**src/rtl/nibble_pkg.sv**
```systemverilog
// Shared constants and types for the nibble deserializer and its output FIFO.
package nibble_pkg;

    localparam int unsigned NIB_W      = 4;
    localparam int unsigned NIB_CNT_W  = 8;
    localparam int unsigned FIFO_DEPTH = 2;
    localparam int unsigned IDX_W      = $clog2(NIB_W);

    typedef enum logic [0:0] {
        COLLECT = 1'b0,
        PARITY  = 1'b1
    } deser_state_t;

endpackage

```
**src/rtl/nibble_fifo.sv**
```systemverilog
// Small power-of-two FIFO with a registered head word and occupancy-based full/empty.
module nibble_fifo #(
    parameter int unsigned WIDTH = 4,
    parameter int unsigned DEPTH = 2
) (
    input  logic             clk,
    input  logic             rst,
    input  logic             push,
    input  logic [WIDTH-1:0] push_data,
    input  logic             pop,
    output logic             full,
    output logic             empty,
    output logic [WIDTH-1:0] head
);

    localparam int unsigned AW = (DEPTH > 1) ? $clog2(DEPTH) : 1;
    localparam int unsigned CW = $clog2(DEPTH) + 1;
    localparam logic [AW-1:0] PTR_MASK = AW'(DEPTH - 1);

    logic [WIDTH-1:0] mem [DEPTH];
    logic [AW-1:0]    wr_ptr;
    logic [AW-1:0]    rd_ptr;
    logic [AW-1:0]    rd_ptr_inc;
    logic [AW-1:0]    wr_ptr_inc;
    logic [CW-1:0]    count;
    logic             do_push;
    logic             do_pop;
    logic [WIDTH-1:0] head_nxt;

    assign full       = (count == CW'(DEPTH));
    assign empty      = (count == '0);
    assign do_push    = push && !full;
    assign do_pop     = pop && !empty;
    assign rd_ptr_inc = (rd_ptr + AW'(1)) & PTR_MASK;
    assign wr_ptr_inc = (wr_ptr + AW'(1)) & PTR_MASK;

    // Next head: the entry behind the popped one, or a push landing in an empty slot.
    always_comb begin
        head_nxt = head;
        if (do_pop) begin
            if (count > CW'(1)) begin
                head_nxt = mem[rd_ptr_inc];
            end else if (do_push) begin
                head_nxt = push_data;
            end
        end else if (empty && do_push) begin
            head_nxt = push_data;
        end
    end

    always_ff @(posedge clk) begin
        if (do_push) begin
            mem[wr_ptr] <= push_data;
        end
    end

    always_ff @(posedge clk or posedge rst) begin
        if (rst) begin
            wr_ptr <= '0;
            rd_ptr <= '0;
            count  <= '0;
            head   <= '0;
        end else begin
            head <= head_nxt;
            if (do_push) begin
                wr_ptr <= wr_ptr_inc;
            end
            if (do_pop) begin
                rd_ptr <= rd_ptr_inc;
            end
            if (do_push && !do_pop) begin
                count <= count + CW'(1);
            end else if (do_pop && !do_push) begin
                count <= count - CW'(1);
            end
        end
    end

endmodule

```
**src/rtl/nibble_deserializer.sv**
```systemverilog
// Serial LSB-first bit stream to 4-bit nibbles, buffered in a small FIFO with valid/ready output.
// Optional even-parity bit per nibble enabled by defining NIBBLE_DESER_PARITY_EN.
module nibble_deserializer
    import nibble_pkg::*;
(
    input  logic                 clk,
    input  logic                 rst,
    input  logic                 bit_valid,
    input  logic                 bit_in,
    input  logic                 sof,
    output logic                 bit_ready,
    output logic                 nib_valid,
    output logic [NIB_W-1:0]     nib_data,
    input  logic                 nib_ready,
    output logic [NIB_CNT_W-1:0] nib_count,
    output logic                 parity_err
);

    deser_state_t     state;
    deser_state_t     state_nxt;
    logic [NIB_W-1:0] sh;
    logic [NIB_W-1:0] sh_nxt;
    logic [IDX_W-1:0] idx;
    logic [IDX_W-1:0] idx_nxt;
    logic             push;
    logic [NIB_W-1:0] push_data;
    logic             full;
    logic             empty;
    logic             accept;
    logic             xfer;
`ifdef NIBBLE_DESER_PARITY_EN
    logic             perr_nxt;
`endif

    assign bit_ready = !full;
    assign nib_valid = !empty;
    assign accept    = bit_valid && bit_ready;
    assign xfer      = nib_valid && nib_ready;

    // Bit assembly and nibble completion; sof always restarts at bit 0.
    always_comb begin
        state_nxt = state;
        sh_nxt    = sh;
        idx_nxt   = idx;
        push      = 1'b0;
        push_data = {bit_in, sh[NIB_W-2:0]};
`ifdef NIBBLE_DESER_PARITY_EN
        perr_nxt  = 1'b0;
`endif
        if (accept) begin
            if (sof) begin
                sh_nxt    = '0;
                sh_nxt[0] = bit_in;
                idx_nxt   = IDX_W'(1);
                state_nxt = COLLECT;
            end else begin
                unique case (state)
                    COLLECT: begin
                        sh_nxt[idx] = bit_in;
                        if (idx == IDX_W'(NIB_W - 1)) begin
                            idx_nxt = '0;
`ifdef NIBBLE_DESER_PARITY_EN
                            state_nxt = PARITY;
`else
                            push = 1'b1;
`endif
                        end else begin
                            idx_nxt = idx + IDX_W'(1);
                        end
                    end
`ifdef NIBBLE_DESER_PARITY_EN
                    PARITY: begin
                        idx_nxt   = '0;
                        state_nxt = COLLECT;
                        if (^{sh, bit_in} == 1'b0) begin
                            push      = 1'b1;
                            push_data = sh;
                        end else begin
                            perr_nxt = 1'b1;
                        end
                    end
`endif
                    default: begin
                        state_nxt = COLLECT;
                    end
                endcase
            end
        end
    end

    always_ff @(posedge clk or posedge rst) begin
        if (rst) begin
            state     <= COLLECT;
            sh        <= '0;
            idx       <= '0;
            nib_count <= '0;
        end else begin
            state <= state_nxt;
            sh    <= sh_nxt;
            idx   <= idx_nxt;
            if (xfer) begin
                nib_count <= nib_count + NIB_CNT_W'(1);
            end
        end
    end

`ifdef NIBBLE_DESER_PARITY_EN
    always_ff @(posedge clk or posedge rst) begin
        if (rst) begin
            parity_err <= 1'b0;
        end else begin
            parity_err <= perr_nxt;
        end
    end
`else
    assign parity_err = 1'b0;
`endif

    nibble_fifo #(
        .WIDTH (NIB_W),
        .DEPTH (FIFO_DEPTH)
    ) u_fifo (
        .clk       (clk),
        .rst       (rst),
        .push      (push),
        .push_data (push_data),
        .pop       (nib_ready),
        .full      (full),
        .empty     (empty),
        .head      (nib_data)
    );

endmodule
```
**config.mk**
```make
export PLATFORM = sky130hd
export DESIGN_NAME = nibble_deserializer
export DESIGN_NICKNAME = d
export VERILOG_FILES = /design/src/rtl/nibble_pkg.sv /design/src/rtl/nibble_fifo.sv /design/src/rtl/nibble_deserializer.sv
export SDC_FILE = /design/constraint.sdc
export NUM_CORES = 1
export LEC_CHECK = 0
export ABC_AREA = 1
export BUFFER_PORTS_ARGS = -buffer_cell sky130_fd_sc_hd__buf_2
export CAP_MARGIN = 20
export CORE_ASPECT_RATIO = 1.2
export CORE_UTILIZATION = 60
export DETAILED_ROUTE_END_ITERATION = 12
export GPL_TIMING_DRIVEN = 0
export PLACE_DENSITY = 0.83
export SLEW_MARGIN = 20
export SYNTH_ARGS = -nofsm -noshare
export SYNTH_HDL_FRONTEND = slang
export SYNTH_SLANG_ARGS = --single-unit
```
**constraint.sdc**
```tcl
create_clock -name clk -period 3.1 [get_ports clk]
set_clock_uncertainty 0.2 [all_clocks]
set_input_delay 0.62 -clock clk [delete_from_list [all_inputs] [get_ports clk]]
set_output_delay 0.62 -clock clk [all_outputs]
set_load 0.005 [all_outputs]
```
==> results of run 1 <==
[cell families (layout without fill, tap and decap cells)]
family,count (synthesis),after routing,share of synthesized area (%)
buf+inv,27,54,7.09
flops,29,29,51.6
xor+xnor,8,8,4.73
fa+ha+maj,9,9,7.60
other cells,1,1,0.253
compound gates,9,9,3.80
simple gates,83,83,24.9
[layout by cell type (no fill, tap or decap), types with 2 or more instances in the layout]
cell type	n
nand2_1	60
nor2_1	7
nand2_4	2
edfxtp_1	8
ha_1	9
buf_2	19
nor2_2	3
nand4_1	2
dfrtp_1	21
nand3_1	5
inv_2	3
clkinv_2	2
inv_1	23
xor2_1	6
clkbuf_4	5
o21ai_0	7
xnor2_1	2
[metrics by stage]
| stage | power [W] | instance area (um^2) | util (%) | instances | setup slack [ps] |
|---|---|---|---|---|---|
| finish | 0.00144 | 1670 | 72.3 | 224 | 934 |
| global route | 0.00157 | 1670 | 72.3 | 224 | 844 |
| detailed placement | 0.00123 | 1620 | 70.1 | 216 | 1180 |
| global placement | 0.00119 | 1620 | 70.1 | 216 | 1210 |
| floorplan | 0.00104 | 1480 | - | 166 | 1380 |
| CTS | 0.00145 | 1670 | 72.3 | 224 | 925 |
[area by class of cell]
| type | instances | area [um^2] | share of cell area (%) |
|---|---|---|---|
| flip-flops and latches | 29 | 766 | 45.9 |
| clock buffers | 6 | 41.3 | 2.48 |
| plain buffers | 1 | 7.51 | 0.450 |
| well taps | 31 | 38.8 | 2.33 |
| inverters | 26 | 97.6 | 5.85 |
| clock inverters | 2 | 10.0 | 0.600 |
| repair buffers | 19 | 95.1 | 5.70 |
| multi-input cells | 110 | 612 | 36.7 |
[worst register-to-register path: stages (launching register included)]
cell and delay [ps]:
dfrtp_1 400, inv_1 80, ha_1 190, inv_1 60, nand2_1 90, inv_2 130
nand2_2 140, nor2_1 320
[where the power goes]
part | internal (W) | switching [W]
Sequential | 0.000529 | 0.000113
Combinational | 0.000235 | 0.000348
Clock | 0.0000861 | 0.000126
[layer usage]
| layer | up-vias | wire length [um] | GRT usage [%] |
|---|---|---|---|
| met3 | 7 | 79 | 6.75 |
| met4 | 0 | 55 | 8.16 |
| met5 | - | 0 | 0 |
| met1 | 504 | 1070 | 26.2 |
| li1 | 558 | - | - |
| met2 | 16 | 1390 | 40.1 |
[cell usage after synthesis, drive strengths merged]
master,n,area [um^2]
nand3,5,25.0
a21oi,2,21.3
xnor2,2,17.5
nor3,2,21.3
inv,26,97.6
buf,1,7.51
nand4,2,12.5
edfxtp,8,240
dfrtp,21,526
conb,1,3.75
ha,9,113
xor2,6,52.6
nand2,63,254
o21ai,7,35.0
nor2,11,56.3
[flip-flops by register name, indices dropped and copies added, names as in the netlist]
signal	count
u_fifo.wr_ptr	1
u_fifo.head	4
u_fifo.rd_ptr	1
nib_count	8
sh	3
idx	2
u_fifo.mem	8
u_fifo.count	2
[final timing paths]
path / start / endpoint / slack (ps) / cells past startpoint
min reg2reg: u_fifo.head[0] / u_fifo.head[0] / 290 / 2
min in group clk: u_fifo.head[0] / u_fifo.head[0] / 290 / 2
min: rst / nib_count[7] / 240 / 2
max in group asynchronous: rst / nib_count[0] / 1950 / 2
max: u_fifo.count[1] / nib_valid / 930 / 4
max reg2reg: u_fifo.count[0] / u_fifo.mem[1][1] / 1170 / 7
==> summary.txt, run 1 <==
Setup path
  • Crit-path leading delay family: flip-flops
  • Max stage delay on crit path: 420 ps
  • CP Data Required Time: 2280 ps
  • Max Fanout on Critical Path: 4
  • CP Capture Type: primary output
  • CP max-delay cell: dfrtp_1
  • Critical path, cell by cell: inv_1 > ha_1 > inv_2 > buf_2
  • Critical path buffers and inverters: 3
  • Worst path arrival time: ~1400 ps
  • Type of origin of the critical path: flop
  • Kind of critical path: reg2out

Routing
  • WL/cell: 11.6 um
  • Via count: 1085
  • Vias per inst: ~4.8
  • DRC Markers: 0
  • First-pass DRT Iterations: 6
  • Post-route ant nets: 0
  • Initial DRC Count: 19
  • Routed wire length: 2.59 mm

Finish
  • Area delta synth->final: 12.5%
  • Nets: 207
  • Diode count: 0
  • Fillers: 188
  • Layout cells sized above 1: 20.2%

Worst hold path
  • Worst hold path type: in2async

CTS
  • PostCTS Resize Cnt: 0
  • Clock tree root buffer cell: clkbuf_4
  • Htree depth: 2
  • Worst skew pair latency: between 300 and 400 ps
  • Setup Buffers After CTS: 0
  • CTS Hold Bufs: 0
  • Sinks on the clock net: 29
  • Clk buf depth: 2
  • CTS Buf Count: 5
  • CTS tree: built
  • Clock-pin slew on the worst setup and hold paths: 90 ps

Synthesis
  • Post-Syn Area per Cell: ~8.9 um^2
  • Mapped Area: 1480 um^2
  • Synth warn: 0
  • Synth Instances: between 150 and 200
  • Yosys reg bits: 29
  • Cell variety after synth: 22
  • Syn_nets: 181
  • Seq/Total Area, Yosys: 51.6%

Place
  • DPL Wire Length: 1.93 mm
  • Port bufs: 19
  • Gpl congestion: 0.770

Global routing
  • First-pass GRT wire length: ~4.3 mm
  • Number of global-route vias before repair: 1047
  • Largest net degree at the start of global routing: 22
  • Initial antenna violation count: 0
  • Gr ovfl total: 0
  • Tot GR Track Use: 23.4%

Power and ir drop
  • Peak supply drop: 765 uV
  • Lkg Pwr: ~0.91 nW
  • PD cells: 861 nW/um^2

Timing
  • Fmax achieved: about 460 MHz
  • RSZ-0062 raised after global routing: false
  • Hold Violations, Final: 0
  • Slew of the pin with the lowest slew margin: about 820 ps
  • Slew HR: 45.5%
  • Setup TNS: 0 ps
  • Endpoints failing setup: 0
  • Hold WS: 238 ps
  • Final Max Slew Viols: 0
  • Tmin final: about 2200 ps
  • Period utilisation layout: 69.9%

Die
  • Die ar.: ~2700 um^2
  • Core area: 2310 um^2
  • Die Span Y: 56.5 um
  • Ports: 21
  • Initial Util: between 60% and 70%
  • Site row count: 19
  • Die width: 47.4 um

Outcome
  • Status: completed

Job
  • Max Cap Viol: 0
Note: power is estimated with default switching activity, not from simulation.
==> inputs of run 2 (changes only) <==
Settings changed: CORE_UTILIZATION 60 to 56, PLACE_DENSITY 0.83 to 0.78.
Clock period 3.1 ns to 2.2 ns, I/O delays scaled along.
==> summary.txt, run 2 (synthesis gave the netlist of run 1 again) <==
Outcome
  • Status: completed

Setup path
  • Kind of critical path: reg2out
  • CP max-delay cell: dfrtp_1
  • Max stage delay on crit path: around 420 ps
  • Critical path, cell by cell: inv_1 > ha_1 > inv_2 > buf_2
  • Max Fanout on Critical Path: 4
  • CP Data Required Time: ~1600 ps
  • CP Capture Type: primary output
  • Worst path arrival time: approximately 1300 ps
  • Type of origin of the critical path: flop
  • Cell depth of the worst flop-to-flop path: 7

Power and ir drop
  • PD cells: 1200 nW/um^2
  • Peak supply drop: approximately 740 uV
  • Lkg Pwr: 0.912 nW

Global routing
  • Initial antenna violation count: 0
  • Largest net degree at the start of global routing: 22
  • Tot GR Track Use: between 20% and 30%
  • First-pass GRT wire length: 4.08 mm
  • Gr ovfl total: 0
  • Number of global-route vias before repair: 998

Routing
  • DRC Markers: 0
  • Post-route ant nets: 0
  • Initial DRC Count: 18
  • Vias per inst: about 4.8
  • WL/cell: 10.7 um
  • Via count: ~1100
  • First-pass DRT Iterations: 4
  • Routed wire length: about 2.4 mm

Die
  • Die Span Y: 58.4 um
  • Die width: 49.0 um
  • Initial Util: approximately three fifths
  • Die ar.: 2860 um^2
  • Ports: 21
  • Core area: 2530 um^2
  • Site row count: 20

Timing
  • Endpoints failing setup: 0
  • RSZ-0062 raised after global routing: false
  • Fmax achieved: 505 MHz
  • Final Max Slew Viols: 0
  • Final setup margin: 218 ps
  • Slew of the pin with the lowest slew margin: 806 ps
  • Hold WS: roughly 48 ps
  • Hold Violations, Final: 0
  • Tmin final: 1980 ps
  • Slew HR: 46.2%
  • Period utilisation layout: 90.1%
  • Setup TNS: 0 ps

CTS
  • Sinks on the clock net: 29
  • Clock tree root buffer cell: clkbuf_4
  • Clock-pin slew on the worst setup and hold paths: 90 ps
  • Htree depth: 2
  • CTS Buf Count: 5
  • Setup Buffers After CTS: 0
  • Clk buf depth: 2
  • Worst skew pair latency: ~330 ps
  • CTS tree: built
  • PostCTS Resize Cnt: 0
  • CTS Hold Bufs: 0

Place
  • Port bufs: 19
  • Gpl congestion: around 0.77
  • Cells after DPL: 218
  • Place WS: about 270 ps
  • DPL Wire Length: 1.85 mm

Finish
  • Nets: between 200 and 250
  • Commonest non-fill, non-tap cell in the layout: nand2_1
  • Finished Layout Cells: 226
  • Core Util, Final: around two thirds
  • Diode count: 0
  • Fillers: roughly 220
  • Layout cells sized above 1: 20.2%
  • Most frequent cells in the layout: 60 x nand2_1, 23 x inv_1, 21 x dfrtp_1, 19 x buf_2, 9 x ha_1
  • Area delta synth->final: 12.7%
  • Biggest regs: nib_count (8), u_fifo.mem (8), u_fifo.head (4)

Job
  • Max Cap Viol: 0

Worst hold path
  • Worst hold path type: in2async
-- run 2: cell counts in the layout (fill, tap and decap cells not counted) --
No cell type changed its count.
-- run 2: final cells by class --
cell class,instances,area (um^2),area share (%)
flip-flops and latches,29,766,45.8
inverters,26,97.6,5.84
clock inverters,2,10.0,0.599
clock buffers,6,41.3,2.47
multi-input cells,110,612,36.6
repair buffers,19,95.1,5.69
well taps,33,41.3,2.47
plain buffers,1,7.51,0.449
-- run 2: worst max-delay path: cells and delay by family (launching register included) --
| family | cells | cell delay (ps) |
|---|---|---|
| flops | 1 | 420 |
| buf+inv | 3 | 330 |
| fa+ha+maj | 1 | 260 |
-- run 2: per-layer routing --
metal  track usage (%)  routed length (um)  up-vias
met5                 0                   0        -
met4              12.6                  55        0
met3              6.20                  87        7
met2              35.3                1250       18
met1              20.8                1010      489
li1                  -                   -      560
-- run 2: path summary, 6_finish.rpt --
check | from | end | slack, ps
worst max-delay path | u_fifo.count[1] | nib_valid | 220
worst min-delay path | rst | sh[1] | 50
worst max register to register | u_fifo.count[0] | u_fifo.mem[1][2] | 280
worst min register to register | u_fifo.head[1] | u_fifo.head[1] | 290
max in group asynchronous | rst | nib_count[1] | 1250
min in group clk | bit_in | u_fifo.mem[1][3] | 160
-- run 2: through the flow --
step / power, W / instance area (um^2)
after floorplan: 0.00147 / 1480
after global placement: 0.00167 / 1620
after detailed placement: 0.00173 / 1620
after CTS: 0.00204 / 1670
after global routing: 0.00219 / 1670
final: 0.00201 / 1670
-- run 2: power by group --
group	total (W)	internal, W	leakage (nW)	switching (W)
combinational	0.000800	0.000331	0.558	0.000469
clock	0.000305	0.000121	0.0320	0.000183
sequential	0.000901	0.000745	0.322	0.000156
total	0.00201	0.00120	0.912	0.000808
==> inputs of run 3 (changes only) <==
Settings changed: CORE_UTILIZATION 56 to 50, PLACE_DENSITY 0.78 to 0.74.
Clock period 2.2 ns to 1.7 ns, I/O delays scaled along.
==> summary.txt, run 3 (synthesis gave the netlist of run 1 again) <==
Global routing
  • Largest net degree at the start of global routing: 22
  • Tot GR Track Use: 21.1%
  • Initial antenna violation count: 0
  • Number of global-route vias before repair: 1067
  • First-pass GRT wire length: 4.55 mm
  • Busiest grt layer: met2
  • GR Layer Usage met2: between 30% and 40%
  • Met1 Use GR: 21.4%
  • GR Util met3: 8.15%
  • Gr ovfl total: 0

CTS
  • Clock tree root buffer cell: clkbuf_4
  • Worst skew pair latency: between 300 and 400 ps
  • CTS Buf Count: 5
  • Clk buf depth: 2
  • Sinks on the clock net: 29
  • Clock-pin slew on the worst setup and hold paths: 90 ps
  • CTS tree: built
  • Htree depth: 2

Timing
  • Period utilisation layout: 102%
  • Hold Violations, Final: 0
  • Final setup margin: -36.5 ps
  • Endpoints failing setup: 1
  • Slew HR: 45.5%
  • Fmax achieved: roughly 580 MHz
  • Slew of the pin with the lowest slew margin: 817 ps
  • Tmin final: 1740 ps
  • Hold WS: slightly below 80 ps
  • Setup TNS: -36.5 ps
  • RSZ-0062 raised after global routing: true
  • Final Max Slew Viols: 0

Power and ir drop
  • Share of total power in combinational logic: 46.7%
  • Sw frac: 40.3%
  • Switching pwr: 0.00122 W
  • Reg power frac: between 30% and 40%
  • Clock share of power: ~14%
  • Peak supply drop: 1040 uV
  • Lkg Pwr: between 0.9 and 1 nW
  • Pint: roughly 0.0018 W
  • PD cells: 1610 nW/um^2

Setup path
  • CP Capture Type: primary output
  • Worst path arrival time: 1200 ps
  • Max Fanout on Critical Path: 4
  • Type of origin of the critical path: flop
  • Kind of critical path: reg2out
  • CP Data Required Time: 1160 ps

Die
  • Initial Util: 52.7%
  • Ports: 21
  • Core area: 2810 um^2
  • Die ar.: 3190 um^2
  • Die width: 51.7 um
  • Site row count: 21
  • Die Span Y: 61.7 um

Routing
  • Vias per inst: 4.92
  • First-pass DRT Iterations: 4
  • Initial DRC Count: 23
  • Routed wire length: 2.96 mm
  • Post-route ant nets: 0
  • WL/cell: around 12 um
  • DRC Markers: 0
  • Via count: 1170

Place
  • Gpl congestion: 0.774
  • Port bufs: 19
  • Cells after DPL: 219
  • DPL Wire Length: 1.97 mm

Worst hold path
  • Worst hold path type: in2reg

Finish
  • Commonest non-fill, non-tap cell in the layout: nand2_1
  • Nets: 218
  • Most frequent cells in the layout: 58 x nand2_1, 20 x dfrtp_1, 19 x inv_1, 17 x buf_2, 10 x buf_4
  • Layout cells sized above 1: 30.4%
  • Area delta synth->final: 26.4%
  • Fillers: 211
  • Diode count: 0
  • Finished Layout Cells: 238
  • Biggest regs: nib_count (8), u_fifo.mem (8), u_fifo.head (4)

Outcome
  • Failing checks: negative setup slack
  • Status: finished, violations left

Job
  • Max Cap Viol: 0
## run 3: cell types whose count changed in the layout (fill, tap and decap cells not counted), sizes merged
| cell | change |
|---|---|
| clkbuf | +2 |
| dlygate4sd3 | +1 |
| clkinv | -2 |
| buf | +10 |
## run 3: final timing paths
check,from,end,slack [ps],depth (start not counted)
max,u_fifo.count[1],nib_valid,-40,4
min,bit_in,u_fifo.mem[0][3],80,1
max reg2reg,u_fifo.count[0],u_fifo.count[1],30,10
min reg2reg,u_fifo.head[0],u_fifo.head[0],280,2
max in group asynchronous,rst,u_fifo.count[1],240,3
min in group asynchronous,rst,nib_count[1],500,3
## run 3: critical path, cell delays in order (launching register included)
cell and delay (ps):
dfrtp_2 460, inv_2 100, ha_4 150, inv_4 50, buf_6 100
## run 3: routing by layer
metal / vias up / part of all wire (%)
li1: 583 / -
met1: 561 / 38
met2: 22 / 56
met3: 4 / 3.4
met4: 0 / 2.0
met5: - / 0
## run 3: power groups by stage
| stage | registers (W) | logic [W] | clock network (W) |
|---|---|---|---|
| finish | 0.00118 | 0.00141 | 0.000437 |
| floorplan | 0.00115 | 0.000750 | 0 |
| CTS | 0.00117 | 0.00124 | 0.000446 |
| global placement | 0.00116 | 0.00101 | 0 |
| global route | 0.00121 | 0.00156 | 0.000489 |
| detailed placement | 0.00118 | 0.00107 | 0 |
## run 3: metrics by stage
| stage | setup slack [ps] | cell area [um^2] | utilization, % | total power [W] |
|---|---|---|---|---|
| finish | -36.5 | 1870 | 66.7 | 0.00303 |
| global route | -92.5 | 1870 | 66.7 | 0.00325 |
| CTS | -12.7 | 1790 | 63.5 | 0.00286 |
| detailed placement | -193 | 1630 | 57.8 | 0.00225 |
| global placement | -138 | 1630 | 57.8 | 0.00217 |
| floorplan | 2.54 | 1490 | - | 0.00190 |
## run 3: timing repair
item,in CTS,in global routing
setup endpoints to repair,14,19
hold endpoints to repair,21,0
hold buffers,1,0
gates resized for setup,10,18
cloned,0,0
pin swaps,1,8
setup buffers,7,3
## run 3: cell type report
class / instances / area, um^2 / area share [%]
buffer: 1 / 7.51 / 0.401
sequential: 29 / 767 / 40.9
clock buffer: 8 / 58.8 / 3.14
timing repair buffer: 30 / 196 / 10.5
tap: 34 / 42.5 / 2.27
multi-input combinational: 110 / 694 / 37.0
inverter: 26 / 108 / 5.74
